--- src/rtl/ps2_pkg.sv ---
// Shared PS/2 receive constants, FSM state encoding and the odd-parity helper.
package ps2_pkg;

    localparam logic [7:0] PS2_BREAK      = 8'hF0;
    localparam logic [7:0] PS2_EXT        = 8'hE0;
    localparam int         PS2_FRAME_BITS = 11;

    typedef enum logic [1:0] {
        IDLE   = 2'd0,
        DATA   = 2'd1,
        PARITY = 2'd2,
        STOP   = 2'd3
    } ps2_state_e;

    function automatic logic odd_parity_ok(input logic [7:0] dat, input logic par);
        return ^{dat, par};
    endfunction

endpackage

--- src/rtl/ps2_sync_filter.sv ---
// 2-FF synchroniser plus FILTER_LEN-sample debounce for one slow line; level resets high.
// Latency: level/fall follow the raw line by 2 + FILTER_LEN cycles; no backpressure.
module ps2_sync_filter #(
    parameter int FILTER_LEN = 8
) (
    input  logic clk,
    input  logic rst_n,
    input  logic line_i,
    output logic level_o,
    output logic fall_o
);

    localparam int CW = (FILTER_LEN > 1) ? $clog2(FILTER_LEN + 1) : 1;

    logic          sync1_q, sync1_d;
    logic          sync2_q, sync2_d;
    logic          level_q, level_d;
    logic          fall_q,  fall_d;
    logic [CW-1:0] cnt_q,   cnt_d;

    // cnt_q counts consecutive synchronised samples that disagree with the held level.
    always_comb begin
        sync1_d = line_i;
        sync2_d = sync1_q;
        level_d = level_q;
        fall_d  = 1'b0;
        cnt_d   = '0;
        if (sync2_q != level_q) begin
            if (cnt_q == CW'(FILTER_LEN - 1)) begin
                level_d = sync2_q;
                fall_d  = ~sync2_q;
            end else begin
                cnt_d = cnt_q + 1'b1;
            end
        end
    end

    always_ff @(posedge clk or negedge rst_n) begin
        if (!rst_n) begin
            sync1_q <= 1'b1;
            sync2_q <= 1'b1;
            level_q <= 1'b1;
            fall_q  <= 1'b0;
            cnt_q   <= '0;
        end else begin
            sync1_q <= sync1_d;
            sync2_q <= sync2_d;
            level_q <= level_d;
            fall_q  <= fall_d;
            cnt_q   <= cnt_d;
        end
    end

    assign level_o = level_q;
    assign fall_o  = fall_q;

endmodule

--- src/rtl/ps2_keyboard_rx.sv ---
// PS/2 keyboard receiver: filtered frames -> make/break events with F0/E0 qualifiers; optional err_count via PS2_RX_ERR_CNT_EN.
// Latency: key_valid/frame_err 1 clk after the stop-bit strobe; no backpressure (events are single-cycle pulses).
module ps2_keyboard_rx
    import ps2_pkg::*;
#(
    parameter int FILTER_LEN  = 8,
    parameter int TIMEOUT_CYC = 100000
) (
    input  logic       clk,
    input  logic       rst_n,
    input  logic       ps2_clk,
    input  logic       ps2_data,
    output logic       key_valid,
    output logic [7:0] key_code,
    output logic       key_release,
    output logic       key_extended,
    output logic       frame_err,
    output logic       busy
`ifdef PS2_RX_ERR_CNT_EN
    ,
    output logic [7:0] err_count
`endif
);

    localparam int DATA_BITS = PS2_FRAME_BITS - 3;
    localparam int TW        = $clog2(TIMEOUT_CYC + 1);

    logic clk_lvl;
    logic clk_fall;
    logic strobe;

    ps2_sync_filter #(
        .FILTER_LEN (FILTER_LEN)
    ) u_clk_filt (
        .clk     (clk),
        .rst_n   (rst_n),
        .line_i  (ps2_clk),
        .level_o (clk_lvl),
        .fall_o  (clk_fall)
    );

    assign strobe = clk_fall & ~clk_lvl;

    ps2_state_e    state_q,    state_d;
    logic          dsync1_q,   dsync1_d;
    logic          dsync2_q,   dsync2_d;
    logic [2:0]    bit_idx_q,  bit_idx_d;
    logic [7:0]    shift_q,    shift_d;
    logic          par_q,      par_d;
    logic [TW-1:0] to_cnt_q,   to_cnt_d;
    logic          rel_flag_q, rel_flag_d;
    logic          ext_flag_q, ext_flag_d;
    logic          key_valid_q, key_valid_d;
    logic [7:0]    key_code_q,  key_code_d;
    logic          key_rel_q,   key_rel_d;
    logic          key_ext_q,   key_ext_d;
    logic          frame_err_q, frame_err_d;
    logic          timeout;
`ifdef PS2_RX_ERR_CNT_EN
    logic [7:0]    err_cnt_q,   err_cnt_d;
`endif

    assign timeout = (state_q != IDLE) && (to_cnt_q == TW'(TIMEOUT_CYC - 1));

    always_comb begin
        state_d     = state_q;
        dsync1_d    = ps2_data;
        dsync2_d    = dsync1_q;
        bit_idx_d   = bit_idx_q;
        shift_d     = shift_q;
        par_d       = par_q;
        rel_flag_d  = rel_flag_q;
        ext_flag_d  = ext_flag_q;
        key_valid_d = 1'b0;
        key_code_d  = key_code_q;
        key_rel_d   = key_rel_q;
        key_ext_d   = key_ext_q;
        frame_err_d = 1'b0;
        to_cnt_d    = '0;

        // A strobe landing in the timeout cycle is ignored.
        if (timeout) begin
            state_d     = IDLE;
            frame_err_d = 1'b1;
            rel_flag_d  = 1'b0;
            ext_flag_d  = 1'b0;
        end else if (strobe) begin
            unique case (state_q)
                IDLE: begin
                    if (!dsync2_q) begin
                        state_d   = DATA;
                        bit_idx_d = '0;
                    end else begin
                        frame_err_d = 1'b1;
                    end
                end
                DATA: begin
                    shift_d   = {dsync2_q, shift_q[7:1]};
                    bit_idx_d = bit_idx_q + 1'b1;
                    if (bit_idx_q == 3'(DATA_BITS - 1)) begin
                        state_d = PARITY;
                    end
                end
                PARITY: begin
                    par_d   = dsync2_q;
                    state_d = STOP;
                end
                STOP: begin
                    state_d = IDLE;
                    if (!(odd_parity_ok(shift_q, par_q) && dsync2_q)) begin
                        frame_err_d = 1'b1;
                        rel_flag_d  = 1'b0;
                        ext_flag_d  = 1'b0;
                    end else if (shift_q == PS2_BREAK) begin
                        rel_flag_d = 1'b1;
                    end else if (shift_q == PS2_EXT) begin
                        ext_flag_d = 1'b1;
                    end else begin
                        key_valid_d = 1'b1;
                        key_code_d  = shift_q;
                        key_rel_d   = rel_flag_q;
                        key_ext_d   = ext_flag_q;
                        rel_flag_d  = 1'b0;
                        ext_flag_d  = 1'b0;
                    end
                end
                default: state_d = IDLE;
            endcase
        end

        // The strobe cycle counts as cycle 0 of the idle window.
        if (state_d != IDLE) begin
            to_cnt_d = strobe ? TW'(1) : to_cnt_q + 1'b1;
        end
    end

`ifdef PS2_RX_ERR_CNT_EN
    always_comb begin
        err_cnt_d = err_cnt_q;
        if (frame_err_d && (err_cnt_q != 8'hFF)) begin
            err_cnt_d = err_cnt_q + 1'b1;
        end
    end
`endif

    always_ff @(posedge clk or negedge rst_n) begin
        if (!rst_n) begin
            state_q     <= IDLE;
            dsync1_q    <= 1'b1;
            dsync2_q    <= 1'b1;
            bit_idx_q   <= '0;
            shift_q     <= '0;
            par_q       <= 1'b0;
            to_cnt_q    <= '0;
            rel_flag_q  <= 1'b0;
            ext_flag_q  <= 1'b0;
            key_valid_q <= 1'b0;
            key_code_q  <= '0;
            key_rel_q   <= 1'b0;
            key_ext_q   <= 1'b0;
            frame_err_q <= 1'b0;
`ifdef PS2_RX_ERR_CNT_EN
            err_cnt_q   <= '0;
`endif
        end else begin
            state_q     <= state_d;
            dsync1_q    <= dsync1_d;
            dsync2_q    <= dsync2_d;
            bit_idx_q   <= bit_idx_d;
            shift_q     <= shift_d;
            par_q       <= par_d;
            to_cnt_q    <= to_cnt_d;
            rel_flag_q  <= rel_flag_d;
            ext_flag_q  <= ext_flag_d;
            key_valid_q <= key_valid_d;
            key_code_q  <= key_code_d;
            key_rel_q   <= key_rel_d;
            key_ext_q   <= key_ext_d;
            frame_err_q <= frame_err_d;
`ifdef PS2_RX_ERR_CNT_EN
            err_cnt_q   <= err_cnt_d;
`endif
        end
    end

    assign key_valid    = key_valid_q;
    assign key_code     = key_code_q;
    assign key_release  = key_rel_q;
    assign key_extended = key_ext_q;
    assign frame_err    = frame_err_q;
    assign busy         = (state_q != IDLE);
`ifdef PS2_RX_ERR_CNT_EN
    assign err_count    = err_cnt_q;
`endif

endmodule
--- config.mk ---
export PLATFORM = sky130hd
export DESIGN_NAME = ps2_keyboard_rx
export DESIGN_NICKNAME = d
export VERILOG_FILES = /design/src/rtl/ps2_pkg.sv /design/src/rtl/ps2_sync_filter.sv /design/src/rtl/ps2_keyboard_rx.sv
export SDC_FILE = /design/constraint.sdc
export NUM_CORES = 1
export LEC_CHECK = 0
export ABC_CLOCK_PERIOD_IN_PS = 3400
export BUFFER_PORTS_ARGS = -buffer_cell sky130_fd_sc_hd__buf_2
export CAP_MARGIN = 20
export CORE_ASPECT_RATIO = 0.6
export CORE_MARGIN = 2
export CORE_UTILIZATION = 55
export DETAILED_ROUTE_END_ITERATION = 8
export PLACE_DENSITY = 0.81
export SLEW_MARGIN = 10
export SYNTH_ARGS = -nofsm -noshare
export SYNTH_HDL_FRONTEND = slang
export SYNTH_HIERARCHICAL = 1
export SYNTH_SLANG_ARGS = --single-unit
export TNS_END_PERCENT = 5
--- constraint.sdc ---
create_clock -name clk -period 3.4 [get_ports clk]
set_clock_uncertainty 0.2 [all_clocks]
set_input_delay 0.68 -clock clk [delete_from_list [all_inputs] [get_ports clk]]
set_output_delay 0.68 -clock clk [all_outputs]
set_load 0.02 [all_outputs]
==> Yosys cells after proc, flatten, opt, wreduce, memory -nomap -nowiden <==
Cells that the tools add are included.
{ "totals": {"register_bits": 55, "in_bits": 4, "output_inout_bits": 13, "word_cells": 92} }
{ "op_classes": {"add_sub_neg": 3, "eq_ne": 12, "n_mux": 36, "bitwise": 6, "reduce_logical": 16} }
{ "ops": {"columns": ["cell", "count"], "rows": [
  ["$mux W17", 2],
  ["$mux W1", 24],
  ["$add A17 B1 Y17 const B", 1],
  ["$eq A17 B17 Y1 const B", 1],
  ["$eq A8 B8 Y1 const B", 2],
  ["$reduce_and A3 Y1", 4],
  ["$reduce_bool A2 Y1", 5],
  ["$reduce_xor A9 Y1", 1],
  ["$mux W2", 4],
  ["$mux W4", 2],
  ["$pmux W2 S4", 1],
  ["$pmux W3 S2", 1],
  ["$reduce_and A6 Y1", 1],
  ["$not A1 Y1", 5],
  ["$add A4 B1 Y4 const B", 1],
  ["$eq A2 B2 Y1 const B", 2],
  ["$eq A4 B3 Y1 const B", 1],
  ["$ne A4 B4 Y1 const B", 1],
  ["$reduce_and A4 Y1", 1],
  ["$add A3 B1 Y3 const B", 1],
  ["$eq A3 B3 Y1 const B", 1],
  ["$mux W3", 1],
  ["$ne A3 B3 Y1 const B", 1],
  ["$eq A2 B1 Y1 const B", 1],
  ["7 further kinds", 8]
]} }

==> Depth between registers and ports, before layout <==
Gate-level depths: netlist of run 1.
{ "logic_depth": {"word_depth": 7, "ltp_mapped": 9, "mapped_depth_nobuf": 7} }

==> Hierarchy <==
The synthesis of run 1 kept the hierarchy.
{ "by_module_without_submodules": {"columns": ["module", "n_inst", "cells_per_inst", "area_per_inst_um2", "seq_area_each_um2"], "rows": [
  ["ps2_keyboard_rx", 1, 204, 2302.2, 1178.6],
  ["ps2_sync_filter", 1, 22, 319.1, 203.9]
]} }

==> Worst setup path before layout of run 1 <==
No wires, ideal clock.
{ "synth_timing": {"kind": "register to register", "start": "register state_q[0]", "end": "register key_code_q[0] (netlist: key_code[0])", "setup_time_ns": 0.125, "t_arrival_ns": 2.079, "required_time_ns": 3.075, "setup_slack_ns": 0.996, "path_stages_with_launch": 10, "n_path_buf": 2, "synth_period_minus_slack_ns": 2.404, "cell_sequence": "dfrtp_1 -> inv_1 -> ha_1 -> nor4_1 -> and4_1 -> and2_1 -> buf_2 -> nand4b_2 -> buf_6 -> mux2_4"} }
{ "synth_via": {"elab_chain_cells": 4, "elab_cells_between_ends": 5, "cone_classes": "1 x eq/ne; 1 x bitwise; 3 x reduce/logical"} }
{ "synth_rtl": {"columns": ["item", "line_no", "source"], "rows": [
  ["start: declaration", "ps2_keyboard_rx.sv:44", "ps2_state_e state_q, state_d;"],
  ["start signal: assignment", "ps2_keyboard_rx.sv:166", "state_q <= state_d;"],
  ["$reduce_bool A2 Y1", "ps2_keyboard_rx.sv:63", "assign timeout = (state_q != IDLE) && (to_cnt_q == TW'(TIMEOUT_CYC - 1));"],
  ["$logic_and A1 B1 Y1", "ps2_keyboard_rx.sv:63", null],
  ["$not A1 Y1 (no line)", null, null],
  ["$reduce_and A6 Y1 (no line) (*)", null, null],
  ["end signal: assignment", "ps2_keyboard_rx.sv:176", "key_code_q <= key_code_d;"],
  ["end: declaration", "ps2_keyboard_rx.sv:54", "logic [7:0] key_code_q, key_code_d;"]
]} }
Every way passes the cells marked *; elsewhere a longest branch is shown, timed or not.
A chain may end at the register's enable or synchronous reset.

==> Final worst setup path of run 1 <==
{ "layout_timing": {"start": "register state_q[0]", "end": "register key_ext_q (netlist: key_extended)"} }
{ "layout_via": {"elab_chain_cells": 4, "elab_cells_between_ends": 5, "cone_classes": "1 x eq/ne; 1 x bitwise; 3 x reduce/logical"} }
{ "layout_rtl": {"columns": ["item", "line_no", "source"], "rows": [
  ["$reduce_bool A2 Y1", "ps2_keyboard_rx.sv:63", null],
  ["$logic_and A1 B1 Y1", "ps2_keyboard_rx.sv:63", null],
  ["$not A1 Y1 (no line)", null, null],
  ["$reduce_and A6 Y1 (no line) (*)", null, null],
  ["end signal: assignment", "ps2_keyboard_rx.sv:178", "key_ext_q <= key_ext_d;"],
  ["end: declaration", "ps2_keyboard_rx.sv:56", "logic key_ext_q, key_ext_d;"]
]} }
Marked as above.

==> results.md, run 1 <==
- Setup_tns: 0 ns
- Worst path arrival time: 2.63 ns
- Die ar.: 5350 sq um
- Reg-to-reg setup timing slack: 0.76 ns
- # port buffers: 16
- Wire per inst: 14.0 um
- Max Clk Rate: 379 MHz
- CTS tree: built
- Post-CTS Resized: 0
- Post-synthesis xor/xnor area fraction: 8.83%
- Cell count after placement: 303
- CTS Hold Bufs: 0
- CTS max path bufs: 2
- Clk slew on worst S/H paths: 0.09 ns
- Top_reg_cell synth: dfrtp_1
- Hold depth: 0
- Design area: 2890 sq um
- Max cap viols: 0
- Simple-Gate Fraction of Synth Area: 16.7%
- Die height: 57.5 um
- Fin crit period: 2.64 ns
- Worst Tran Pin Value: 0.818 ns
- First-pass GRT wire length: 7800 um
- Worst R2R End: key_extended$_DFFE_PN0P_
- I/O Pins: 17
- Final hold vios: 0
- R2R cell count: 7
- Largest net degree at the start of global routing: 40
- Vias post-DR: 1652
- DRT antenna net count: 0
- WP data required: 3.39 ns
- Post-synthesis sequential area ratio: 52.7%
- Clk root buf: clkbuf_8
- Vias in the first global route: 1631
- Post-CTS Setup Bufs: 0
- Setup violations, final: 0
- Status: finished, final reports clean
- Sequential cell area: 1380 sq um
- Hold Path End: dsync2_q$_DFF_PN1_
- Slowest CP cell: nand4b_2
- Final core utilization: 62.9%
- Nets: 260
- Post-Syn Nets: 239
- Worst slew margin: 45.4%
- Max Slew Vio Count: 0
- Async set-reset flop share out of synthesis: 100%
- Dpl cell area: 2770 sq um
- Hold_sp: dsync1_q$_DFF_PN1_
- CTS Buf Count: 5
- Layout area overhead: 10.1%
- Seq cells post-synth: 55
- Mux share of post-synthesis cell area: 9.98%
- Residual DRC count: 0
- Yosys warning count: 6
- DP HPWL: 3170 um
- Mean Syn Cell Area: 11.6 sq um
- Drt initial violations: 78
- RSZ-0062 raised after global routing: no
- Worst skew pair latency: 0.30 ns
- Max incr delay on CP: 0.51 ns
- Hold Path Class: flop to flop
- Cell Pwr Density: 418 nW/um^2
- LEAKAGE: 1.47 nW
- Post-synthesis compound-gate area fraction: 5.20%
- Initial antenna violation count: 0
- Crit path cell chain: inv_1, ha_1, nor4_1, and4_1, and2_1, nand4b_2, mux2_4
- Synth Instances: 226
- Period utilisation layout: 77.7%
- Core area: 4590 sq um
- Total grt overflow: 0
- Post-synthesis instance area: 2620 sq um
- CP Launch Type: flop
- Layout cells sized above 1: 21.8%
- Multi-input logic area: 1180 sq um
- Vias/cell: 5.31
- Critical path class: flop to flop
- CP Max Fanout: 11
- Final std cells w/o fill: 311
- Starting Density: 57.1%
- Main combinational cell family by area after synthesis: simple AND/OR/NAND/NOR gates
- DR pass1 iterations: 4
- Global placer's final weighted congestion: 0.783
- Adder-Cell Fraction of Synth Area: 4.30%
- Maximum vdd ir drop: 0.285 mV
- EDFF count, synth: 0
- Total track usage: 19.1%
- H-Tree Level Count: 2
- Die W: 93.1 um
- Critical R2R Launch: state_q[0]$_DFF_PN0_
- Ant diodes: 0
- Filler cells: 359
- Worst Setup End Kind: flop
- WHS: 0.163 ns
- Std cell rows: 19
- Num Clock Sinks: 55
- DRT Wirelength: 4350 um
- Distinct cells, synth: 41
[through the flow]
| stage | setup WS, ns | total power, mW |
|---|---|---|
| finish | 0.759 | 1.21 |
| global route | 0.551 | 1.27 |
| CTS | 0.778 | 1.22 |
| detailed placement | 0.805 | 0.793 |
| global placement | 0.877 | 0.790 |
| floorplan | 0.996 | 0.763 |
[routing by layer]
metal | up-vias | wire length, um | GRT usage, %
met5 | - | 0 | 0
met4 | 0 | 24 | 5.88
met3 | 2 | 200 | 4.89
met2 | 35 | 1820 | 27.5
met1 | 791 | 2310 | 28.7
li1 | 824 | - | -
[how the worst max path moves through the flow]
stage | endpoint | slack (ns) | from
2_1_floorplan | key_code[0]$_DFFE_PN0P_ | 1.0 | state_q[0]$_DFF_PN0_
3_3_place_gp | key_code[4]$_DFFE_PN0P_ | 0.88 | state_q[0]$_DFF_PN0_
3_5_place_dp | key_code[7]$_DFFE_PN0P_ | 0.81 | state_q[0]$_DFF_PN0_
4_1_cts | key_extended$_DFFE_PN0P_ | 0.78 | state_q[0]$_DFF_PN0_
5_1_grt | to_cnt_q[15]$_DFF_PN0_ | 0.55 | state_q[0]$_DFF_PN0_
6_report | key_extended$_DFFE_PN0P_ | 0.76 | state_q[0]$_DFF_PN0_
[synth_stat cells (2+ instances only)]
master,count,area (sq um)
dfrtp_1,50,1250
nor2_1,34,128
xnor2_1,13,114
nand2_1,12,45.0
mux2_4,10,150
ha_1,9,113
mux2_2,9,101
xor2_1,9,78.8
inv_1,8,30.0
nand3_1,7,35.0
nor3_1,7,35.0
dfstp_2,5,131
a21oi_1,4,20.0
a31oi_1,4,25.0
and3_1,4,25.0
nand4_1,4,25.0
a21o_1,3,22.5
buf_2,3,15.0
nand2b_1,3,18.8
and4_1,2,17.5
nand4b_1,2,17.5
nor2b_1,2,12.5
nor3b_1,2,15.0
nor4_1,2,12.5
o21ai_0,2,10.0
[area by class of cell]
type                       count  share of cell area, %
sequential                    55                   47.9
multi-input combinational    158                   40.8
timing repair buffer          19                   3.56
tap                           63                   2.73
clock buffer                   5                   2.39
clock inverter                 3                   1.52
inverter                       8                   1.04
[kinds of logic (layout without fill, tap and decap cells)]
family / Yosys count / after routing
buffers and inverters: 13 / 35
muxes: 20 / 20
and+or+nand+nor: 85 / 85
adders and majority gates: 9 / 9
xor gates and xnor gates: 24 / 24
DFF: 55 / 55
AOI/OAI and AO/OA: 20 / 20
[registers in the layout (all words and copies together), names as in the netlist, 2 cells and up]
register,count
shift_q,8
to_cnt_q,17
key_code,8
u_clk_filt/cnt_q,4
bit_idx_q,3
state_q,2
[where the power goes]
part	switching (mW)	internal, mW	total, mW	leakage (nW)
Clock	0.204	0.219	0.423	0.0581
Combinational	0.0421	0.0366	0.0787	0.659
Sequential	0.0218	0.681	0.703	0.749
[placed cells by master (no fill, tap or decap), drive strengths merged, types with 5 or more instances in the layout]
cell type	n
buf	19
clkbuf	5
dfrtp	50
dfstp	5
ha	9
inv	8
mux2	19
nand2	12
nand3	7
nor2	34
nor3	7
xnor2	14
xor2	9
[worst max-delay path, delay by kind of cell, from the launching register on]
family | cells | cell delay (ns)
multiplexers | 1 | 0.45
buffers and inverters | 1 | 0.17
AND/OR/NAND/NOR | 4 | 0.98
adder cells (fa/ha/maj) | 1 | 0.28
flip-flops | 1 | 0.44
Note: power is estimated with default switching activity, not from simulation.
==> inputs of run 2 (changes only) <==
- ABC_CLOCK_PERIOD_IN_PS: 3400 -> 2700
- clock period: 3.4 -> 2.7 ns (I/O delays scaled with it)
==> run 2 against run 1 <==
Against the previous run:
- design area hardly changed
- non-clock buffer count increased by 1
- die area unchanged
- sequential power up 26%
- first-iteration DRC count fell by 44%
- global-route usage decreased by 0.58 points
- critical path type unchanged
- critical endpoint is now shift_q[3]$_DFFE_PN0P_
==> results.md, run 2 (synthesis gave the netlist of run 1 again) <==
- Status: finished, final reports clean
- Maximum vdd ir drop: 0.243 mV
- Die W: 93.1 um
- CTS tree: built
- Starting Density: 57.1%
- First-pass GRT wire length: 7670 um
- Vias in the first global route: 1635
- DRT Wirelength: 4380 um
- Worst slew margin: 62.7%
- DP HPWL: 3240 um
- Max Clk Rate: 406 MHz
- Clk root buf: clkbuf_8
- Met3 WL: 208 um
- Critical path class: flop to flop
- Biggest register: to_cnt_q
- Multi-input logic area: 1190 sq um
- I/O Pins: 17
- Hold Path Class: input port to async pin
- Setup violations, final: 0
- Ant diodes: 0
- Max Slew Vio Count: 0
- Filler cells: 385
- Worst skew pair latency: 0.30 ns
- CP Launch Type: flop
- Total track usage: 18.5%
- Layout cells sized above 1: 21.7%
- Met2 routed WL: 1840 um
- Period utilisation layout: 91.1%
- WP data required: 2.69 ns
- Setup_tns: 0 ns
- Vias post-DR: 1703
- RSZ-0062 raised after global routing: no
- Max FFs per register: 17
- CP Max Fanout: 12
- Die ar.: 5350 sq um
- Setup ws final: 0.240 ns
- Std cell rows: 19
- Num Clock Sinks: 55
- Initial antenna violation count: 0
- Wire per inst: 14.1 um
- Final hold vios: 0
- Drt initial violations: 44
- Worst path arrival time: 2.45 ns
- Routed met1 length: 2320 um
- WHS: 0.0154 ns
- Worst Tran Pin Value: 0.560 ns
- Clk slew on worst S/H paths: 0.09 ns
- Largest net degree at the start of global routing: 33
- Dpl ws: 0.0962 ns
- CTS Buf Count: 5
- Commonest non-fill, non-tap cell in the layout: dfrtp_1
- Cell count after placement: 304
- Final std cells w/o fill: 312
- CTS max path bufs: 2
- Residual DRC count: 0
- Fin crit period: 2.46 ns
- Cell Pwr Density: 491 nW/um^2
- Commonest non-fill, non-tap cells in the layout: 50 x dfrtp_1, 34 x nor2_1, 16 x buf_2, 13 x xnor2_1, 12 x nand2_1
- Uppermost layer routed: met4
- Nets: 261
- Worst Setup End Kind: flop
- LEAKAGE: 1.47 nW
- Global placer's final weighted congestion: 0.821
- DR pass1 iterations: 4
- Sequential cell area: 1380 sq um
- # port buffers: 16
- Max cap viols: 0
- Die height: 57.5 um
- Layout area overhead: 10.1%
- Total grt overflow: 0
- Vias/cell: 5.46
- DRT antenna net count: 0
- H-Tree Level Count: 2
- Core area: 4590 sq um
- R2R cell count: 6
## run 2: changes by cell type in the layout (fill, tap and decap cells not counted), sizes merged
cell      delta
buf          +1
bufinv       -1
clkbuf       +1
clkinv       -1
clkinvlp     +1
## run 2: stage by stage
| stage | util, % | cell area [sq um] | total power [mW] |
|---|---|---|---|
| after floorplan | - | 2620 | 0.961 |
| after global placement | 60.9 | 2790 | 0.996 |
| after detailed placement | 60.9 | 2790 | 0.999 |
| after CTS | 62.7 | 2880 | 1.43 |
| after global routing | 62.9 | 2890 | 1.49 |
| final | 62.9 | 2890 | 1.42 |
## run 2: final cells by class
type,count,area share [%]
timing repair buffer,20,4.25
clock inverter,2,0.433
tap,63,2.73
clock buffer,6,2.51
multi-input combinational,158,41.1
inverter,8,1.04
sequential,55,47.9
## run 2: worst max-delay path, cell delays in order (launching register included)
cell	delay (ns)
dfrtp_1	0.41
inv_1	0.12
ha_1	0.29
nor4_1	0.28
and4_1	0.26
a21o_1	0.40
mux2_2	0.39
## run 2: power breakdown
part | switching, mW | leakage (nW) | internal, mW | total, mW
sequential | 0.0297 | 0.749 | 0.858 | 0.888
combinational | 0.0479 | 0.677 | 0.0466 | 0.0945
clock | 0.254 | 0.0412 | 0.182 | 0.436
## run 2: path summary, 6_finish.rpt
path	start	end	slack, ns
hold reg to reg	u_clk_filt/sync1_q$_DFF_PN1_	u_clk_filt/sync2_q$_DFF_PN1_	0.16
max in group asynchronous	rst_n	dsync1_q$_DFF_PN1_	1.66
min in group clk	ps2_data	dsync1_q$_DFF_PN1_	0.13
hold / removal	rst_n	key_code[5]$_DFFE_PN0P_	0.02
setup / recovery	state_q[0]$_DFF_PN0_	shift_q[3]$_DFFE_PN0P_	0.24
setup reg to reg	state_q[0]$_DFF_PN0_	shift_q[3]$_DFFE_PN0P_	0.24
## run 2: routing by layer
layer / up-vias / GRT usage [%]
li1: 823 / -
met1: 841 / 28.0
met2: 34 / 27.0
met3: 5 / 4.76
met4: 0 / 4.41
met5: - / 0
## run 2: what timing repair did
item / in CTS / in global routing
resized for setup: 0 / 1
buffers inserted: 0 / 0
endpoints found under the setup margin: 0 / 10
hold buffers: 0 / 0
